<file path="src/rtl/multiplier_pipe.sv">
// multiplier_pipe: four-stage pipelined integer multiplier with limb-wise
// partial products, optional two's-complement operands and valid/ready flow
// control. The whole pipeline advances together and stalls together.
module multiplier_pipe #(
    parameter int WIDTH = 24,
    parameter int LIMB  = 12
) (
    input  logic               clk,
    input  logic               rst,
    input  logic               in_valid,
    output logic               in_ready,
    input  logic [WIDTH-1:0]   num1,
    input  logic [WIDTH-1:0]   num2,
    input  logic               is_signed,
    output logic               out_valid,
    input  logic               out_ready,
    output logic [2*WIDTH-1:0] result
);

    localparam int NL = WIDTH / LIMB;   // limbs per operand
    localparam int NP = NL * NL;        // partial products
    localparam int PW = 2 * WIDTH;      // product width
    localparam int LW = 2 * LIMB;       // partial product width

    // Global advance enable: the last stage is free or being drained.
    logic adv;

    // Stage valid bits.
    logic v1, v2, v3, v4;

    // Stage data registers.
    logic [WIDTH-1:0] mag_a_q, mag_b_q;
    logic             neg1_q, neg2_q, neg3_q;
    logic [LW-1:0]    pp_q [NP];
    logic [PW-1:0]    sum_q;
    logic [PW-1:0]    res_q;

    // Next-state values for each stage.
    logic [WIDTH-1:0] mag_a_d, mag_b_d;
    logic             neg_d;
    logic [LW-1:0]    pp_d [NP];
    logic [PW-1:0]    sum_d;
    logic [PW-1:0]    res_d;

    assign adv       = !v4 || out_ready;
    assign in_ready  = adv;
    assign out_valid = v4;
    assign result    = res_q;

    // S1 input: operand magnitudes and sign of the final product.
    always_comb begin
        // NOTE: every comb output gets a default first, so no path leaves it unassigned and no latch is inferred.
        mag_a_d = num1;
        mag_b_d = num2;
        neg_d   = 1'b0;
        if (is_signed) begin
            // The most negative value negates to itself, which read as
            // unsigned is exactly its magnitude 2^(WIDTH-1).
            if (num1[WIDTH-1]) mag_a_d = ~num1 + WIDTH'(1);
            if (num2[WIDTH-1]) mag_b_d = ~num2 + WIDTH'(1);
            neg_d = num1[WIDTH-1] ^ num2[WIDTH-1];
        end
    end

    // S2 input: every limb of A times every limb of B, all in parallel.
    always_comb begin
        pp_d = '{default: '0};
        for (int i = 0; i < NL; i++) begin
            for (int j = 0; j < NL; j++) begin
                pp_d[i*NL+j] = LW'(mag_a_q[i*LIMB +: LIMB]) * LW'(mag_b_q[j*LIMB +: LIMB]);
            end
        end
    end

    // S3 input: weighted sum of the partial products at full product width.
    always_comb begin
        sum_d = '0;
        for (int i = 0; i < NL; i++) begin
            for (int j = 0; j < NL; j++) begin
                // NOTE: blocking assignment here is intentional: it chains the accumulation within one evaluation of combinational logic.
                sum_d = sum_d + (PW'(pp_q[i*NL+j]) << ((i + j) * LIMB));
            end
        end
    end

    // S4 input: reapply the sign; negating zero wraps back to zero.
    always_comb begin
        res_d = sum_q;
        if (neg3_q) res_d = ~sum_q + PW'(1);
    end

    // Valid bits: shift as one on advance, hold as one on stall.
    always_ff @(posedge clk or posedge rst) begin
        if (rst) begin
            v1 <= 1'b0;
            v2 <= 1'b0;
            v3 <= 1'b0;
            v4 <= 1'b0;
        end else if (adv) begin
            v1 <= in_valid;
            v2 <= v1;
            v3 <= v2;
            v4 <= v3;
        end
    end

    // Data registers: load on advance regardless of validity; bubbles carry don't-care data.
    always_ff @(posedge clk or posedge rst) begin
        if (rst) begin
            mag_a_q <= '0;
            mag_b_q <= '0;
            neg1_q  <= 1'b0;
            neg2_q  <= 1'b0;
            neg3_q  <= 1'b0;
            // NOTE: the partial-product array is cleared element by element so reset leaves every data register at a defined zero.
            for (int k = 0; k < NP; k++) pp_q[k] <= '0;
            sum_q   <= '0;
            res_q   <= '0;
        end else if (adv) begin
            mag_a_q <= mag_a_d;
            mag_b_q <= mag_b_d;
            neg1_q  <= neg_d;
            pp_q    <= pp_d;
            neg2_q  <= neg1_q;
            sum_q   <= sum_d;
            neg3_q  <= neg2_q;
            res_q   <= res_d;
        end
    end

endmodule

</file>
<file path="config.mk">
export PLATFORM = sky130hd
export DESIGN_NAME = multiplier_pipe
export DESIGN_NICKNAME = d
export VERILOG_FILES = /design/src/rtl/multiplier_pipe.sv
export SDC_FILE = /design/constraint.sdc
export NUM_CORES = 2
export LEC_CHECK = 0
export CAP_MARGIN = 20
export CORE_UTILIZATION = 50
export CTS_CLUSTER_SIZE = 16
export DETAILED_ROUTE_END_ITERATION = 7
export PLACE_DENSITY = 0.75
export SYNTH_ARGS = -nofsm -noshare
export SYNTH_HDL_FRONTEND = slang
export SYNTH_SLANG_ARGS = --single-unit
</file>
<file path="constraint.sdc">
create_clock -name clk -period 13.9 [get_ports clk]
set_input_delay 4.17 -clock clk [delete_from_list [all_inputs] [get_ports clk]]
set_output_delay 4.17 -clock clk [all_outputs]
set_load 0.005 [all_outputs]
</file>
==> flow_summary.ini <==
[clock_tree]
numCtsBuffers = 30
clk_path_buf_depth = 3
clkTransAtPathRegs_ps = 50
cts_root_buf = clkbuf_16
cts_resized = 0
post_cts_buffers = 0
cts.sinks = 247
clkLatencyLatePin_ps = 590
cts_htree_levels = 1
cts_hold_buf = 0
tritoncts = done

[timing]
fin_setup_tns_ps = 0
hold_violations = 0
fin_crit_sh = 0.741
rsz0062_at_grt = false
worst_slew_pin_slew_ps = 1140
period_needed_ps = 10300
fmax_ghz = 0.0971
skew_ps = 13.2
drv_slew = 0
slew-limit-headroom = 0.242
setup_viol = 0

[place]
place_congestion = 0.898
dpl.hpwl_um = 57000
portBuffers = 102

[cells_and_area]
num-nets-final = 4434
area_growth_pct = 8.49
drive_above_1_share = 0.0294
nFillCells = 5712

[setup_path]
crit_required_ps = 9730
critPathKind = in -> out
crit_path_max_fanout = 66
cp-end-kind = output pin
arrival_ps = 6130
cp-start-kind = primary input

[global_routing]
use_met1 = 0.322
overflow = 0
grt_antenna_before_repair = 0
use_met2 = 0.403
globalRouteMet3Util = 0.0347
grt_pass1_vias = 24900
grt_start_max_net_pins = 198
grt_pass1_wl_um = 126000
gr-usage-all-layers = 0.241
grt-busiest-layer = met2

[logic_synthesis]
synth_top_area_cell = fa_1
syn_area_mm2 = 0.0318
yosysSeqAreaShare = 0.194
avgSynthCellArea_um2 = 8.64
yosysWarningCount = 0
synthCells = 3685
syn_nets = 4438
synth_seq_cells = 247
synth_cell_types = 66
async_flop_share = 1.00
synthTopCellsByArea = fa_1 (27%), dfrtp_1 (19%), ha_1 (11%)
synth_edf_count = 0
synthFlopType = dfrtp_1
yosysTopAreaCellShare = 0.267

[die]
coreArea_mm2 = 0.0630
die_w_um = 254
rows = 92
start_util = 0.505
io_pins = 103
dieArea_mm2 = 0.0647
die_h_um = 254

[routing]
vias = 24900
finalWirelength_um = 75300
firstDrtPassIters = 5
drc_errors = 0
detail_route.vias_per_cell = 5.48
wl_per_cell_um = 16.5
ant_nets = 0
drt_iter0_drc = 1607

[min_path]
hold_path.class = reg -> reg

[run_status]
status = finished, final reports clean

[job]
max_cap_viol_count = 0
[layout make-up]
| type | instances | area (um^2) | share of cell area |
|---|---|---|---|
| antenna | 1 | 2.50 | 0.0000725 |
| clock buffer | 43 | 881 | 0.0255 |
| clock inverter | 13 | 111 | 0.00323 |
| inverter | 561 | 2120 | 0.0613 |
| multi-input combinational | 2696 | 22800 | 0.661 |
| sequential | 247 | 6180 | 0.179 |
| tap | 846 | 1060 | 0.0307 |
| timing repair buffer | 145 | 1360 | 0.0393 |
[per-stage QoR]
stage	hold WS [ps]	cell area, um^2	setup WS [ps]	utilization	std cells
6_report	465	34500	3600	0.548	4552
2_1_floorplan	430	31800	2940	-	3685
3_3_place_gp	442	33500	3610	0.532	4494
4_1_cts	469	34500	3610	0.548	4550
3_5_place_dp	455	33500	3620	0.532	4494
5_1_grt	481	34500	3480	0.548	4551
[cell usage after synthesis, types with 7 or more instances]
| cell type | count |
|---|---|
| nand2_1 | 660 |
| inv_1 | 560 |
| fa_1 | 425 |
| ha_1 | 275 |
| dfrtp_1 | 247 |
| and2_1 | 246 |
| o21ai_0 | 194 |
| clkbuf_1 | 164 |
| a21oi_1 | 151 |
| nor2_1 | 124 |
| xor2_1 | 90 |
| xnor2_1 | 62 |
| o31ai_1 | 42 |
| nor3_1 | 39 |
| a21o_1 | 37 |
| nand3_1 | 37 |
| a211oi_1 | 27 |
| o21a_1 | 24 |
| or3_1 | 21 |
| nor4_1 | 20 |
| nand2b_1 | 19 |
| nor3b_1 | 19 |
| o211ai_1 | 18 |
| and3_1 | 15 |
| nand4_1 | 15 |
| o31a_1 | 12 |
| buf_1 | 10 |
| nor2b_1 | 10 |
| o21bai_1 | 10 |
| o41ai_1 | 10 |
| or4_1 | 10 |
| a31oi_1 | 8 |
| mux2i_1 | 7 |
[cells in the final DEF, fill, tap and decap left out, drive strengths merged, types with 6 or more instances in the layout]
| cell | Yosys | routed |
|---|---|---|
| fa | 425 | 425 |
| nand3b | 6 | 6 |
| o21bai | 10 | 10 |
| nor4b | 6 | 6 |
| o211ai | 18 | 18 |
| o21ai | 197 | 197 |
| nor4 | 20 | 20 |
| a21oi | 151 | 151 |
| o31a | 12 | 12 |
| or3 | 23 | 23 |
| or4 | 12 | 12 |
| nand2 | 660 | 660 |
| a21o | 37 | 37 |
| nor2b | 10 | 10 |
| nand4 | 15 | 15 |
| and3 | 15 | 15 |
| ha | 275 | 275 |
| inv | 560 | 563 |
| o41ai | 10 | 10 |
| clkinv | 1 | 6 |
| nand3 | 37 | 37 |
| nand2b | 19 | 19 |
| xnor2 | 62 | 62 |
| clkdlybuf4s50 | 0 | 102 |
| o2111ai | 6 | 6 |
| dfrtp | 247 | 247 |
| and2 | 247 | 247 |
| o31ai | 43 | 43 |
| mux2i | 7 | 7 |
| buf | 17 | 42 |
| xor2 | 90 | 90 |
| nor3b | 19 | 19 |
| o21a | 24 | 24 |
| nor2 | 124 | 124 |
| clkbuf | 164 | 44 |
| a31oi | 8 | 8 |
| nor3 | 39 | 39 |
| a211oi | 27 | 27 |
[critical path: stages]
cell and delay [ps]:
clkdlybuf4s50_1 450, nor2b_4 110, buf_4 490, inv_6 300, clkdlybuf4s50_1 540
[routing by layer]
metal,wire length (um),vias up,part of all wire
met5,0,-,0
met4,2440,0,0.032
met3,4410,126,0.059
met2,36100,650,0.48
met1,32300,12400,0.43
li1,-,11700,-
[path summary, 6_finish.rpt]
check / to / slack, ps / from / depth (start not counted)
min: v3 / 460 / v3 / 2
min in group asynchronous: v1 / 4210 / rst / 2
max reg2reg: pp_q[23] / 7960 / mag_b_q[16] / 17
max: in_ready / 3600 / out_ready / 5
max in group asynchronous: mag_a_q[5] / 8280 / rst / 3
min reg2reg: v3 / 460 / v3 / 2
[registers in the layout, indices dropped and copies added (netlist names), 24 cells and up]
signal and cells:
mag_b_q 24, sum_q 48, pp_q 96, result 48, mag_a_q 24
[cells by family (layout without fill, tap and decap cells)]
family,count (synthesis),after routing,share of synthesized area
AND/OR/NAND/NOR,1264,1264,0.187
buffers and inverters,742,762,0.0890
adder cells (fa/ha/maj),700,700,0.375
AO/OA/AOI/OAI,573,573,0.110
flip-flops,247,247,0.194
XOR/XNOR,152,152,0.0418
multiplexers,7,7,0.00220
other,0,1,0
Power is left out: the tool's default activity adds up to more than one toggle a clock period on the data nets, which glitch-free logic cannot reach.
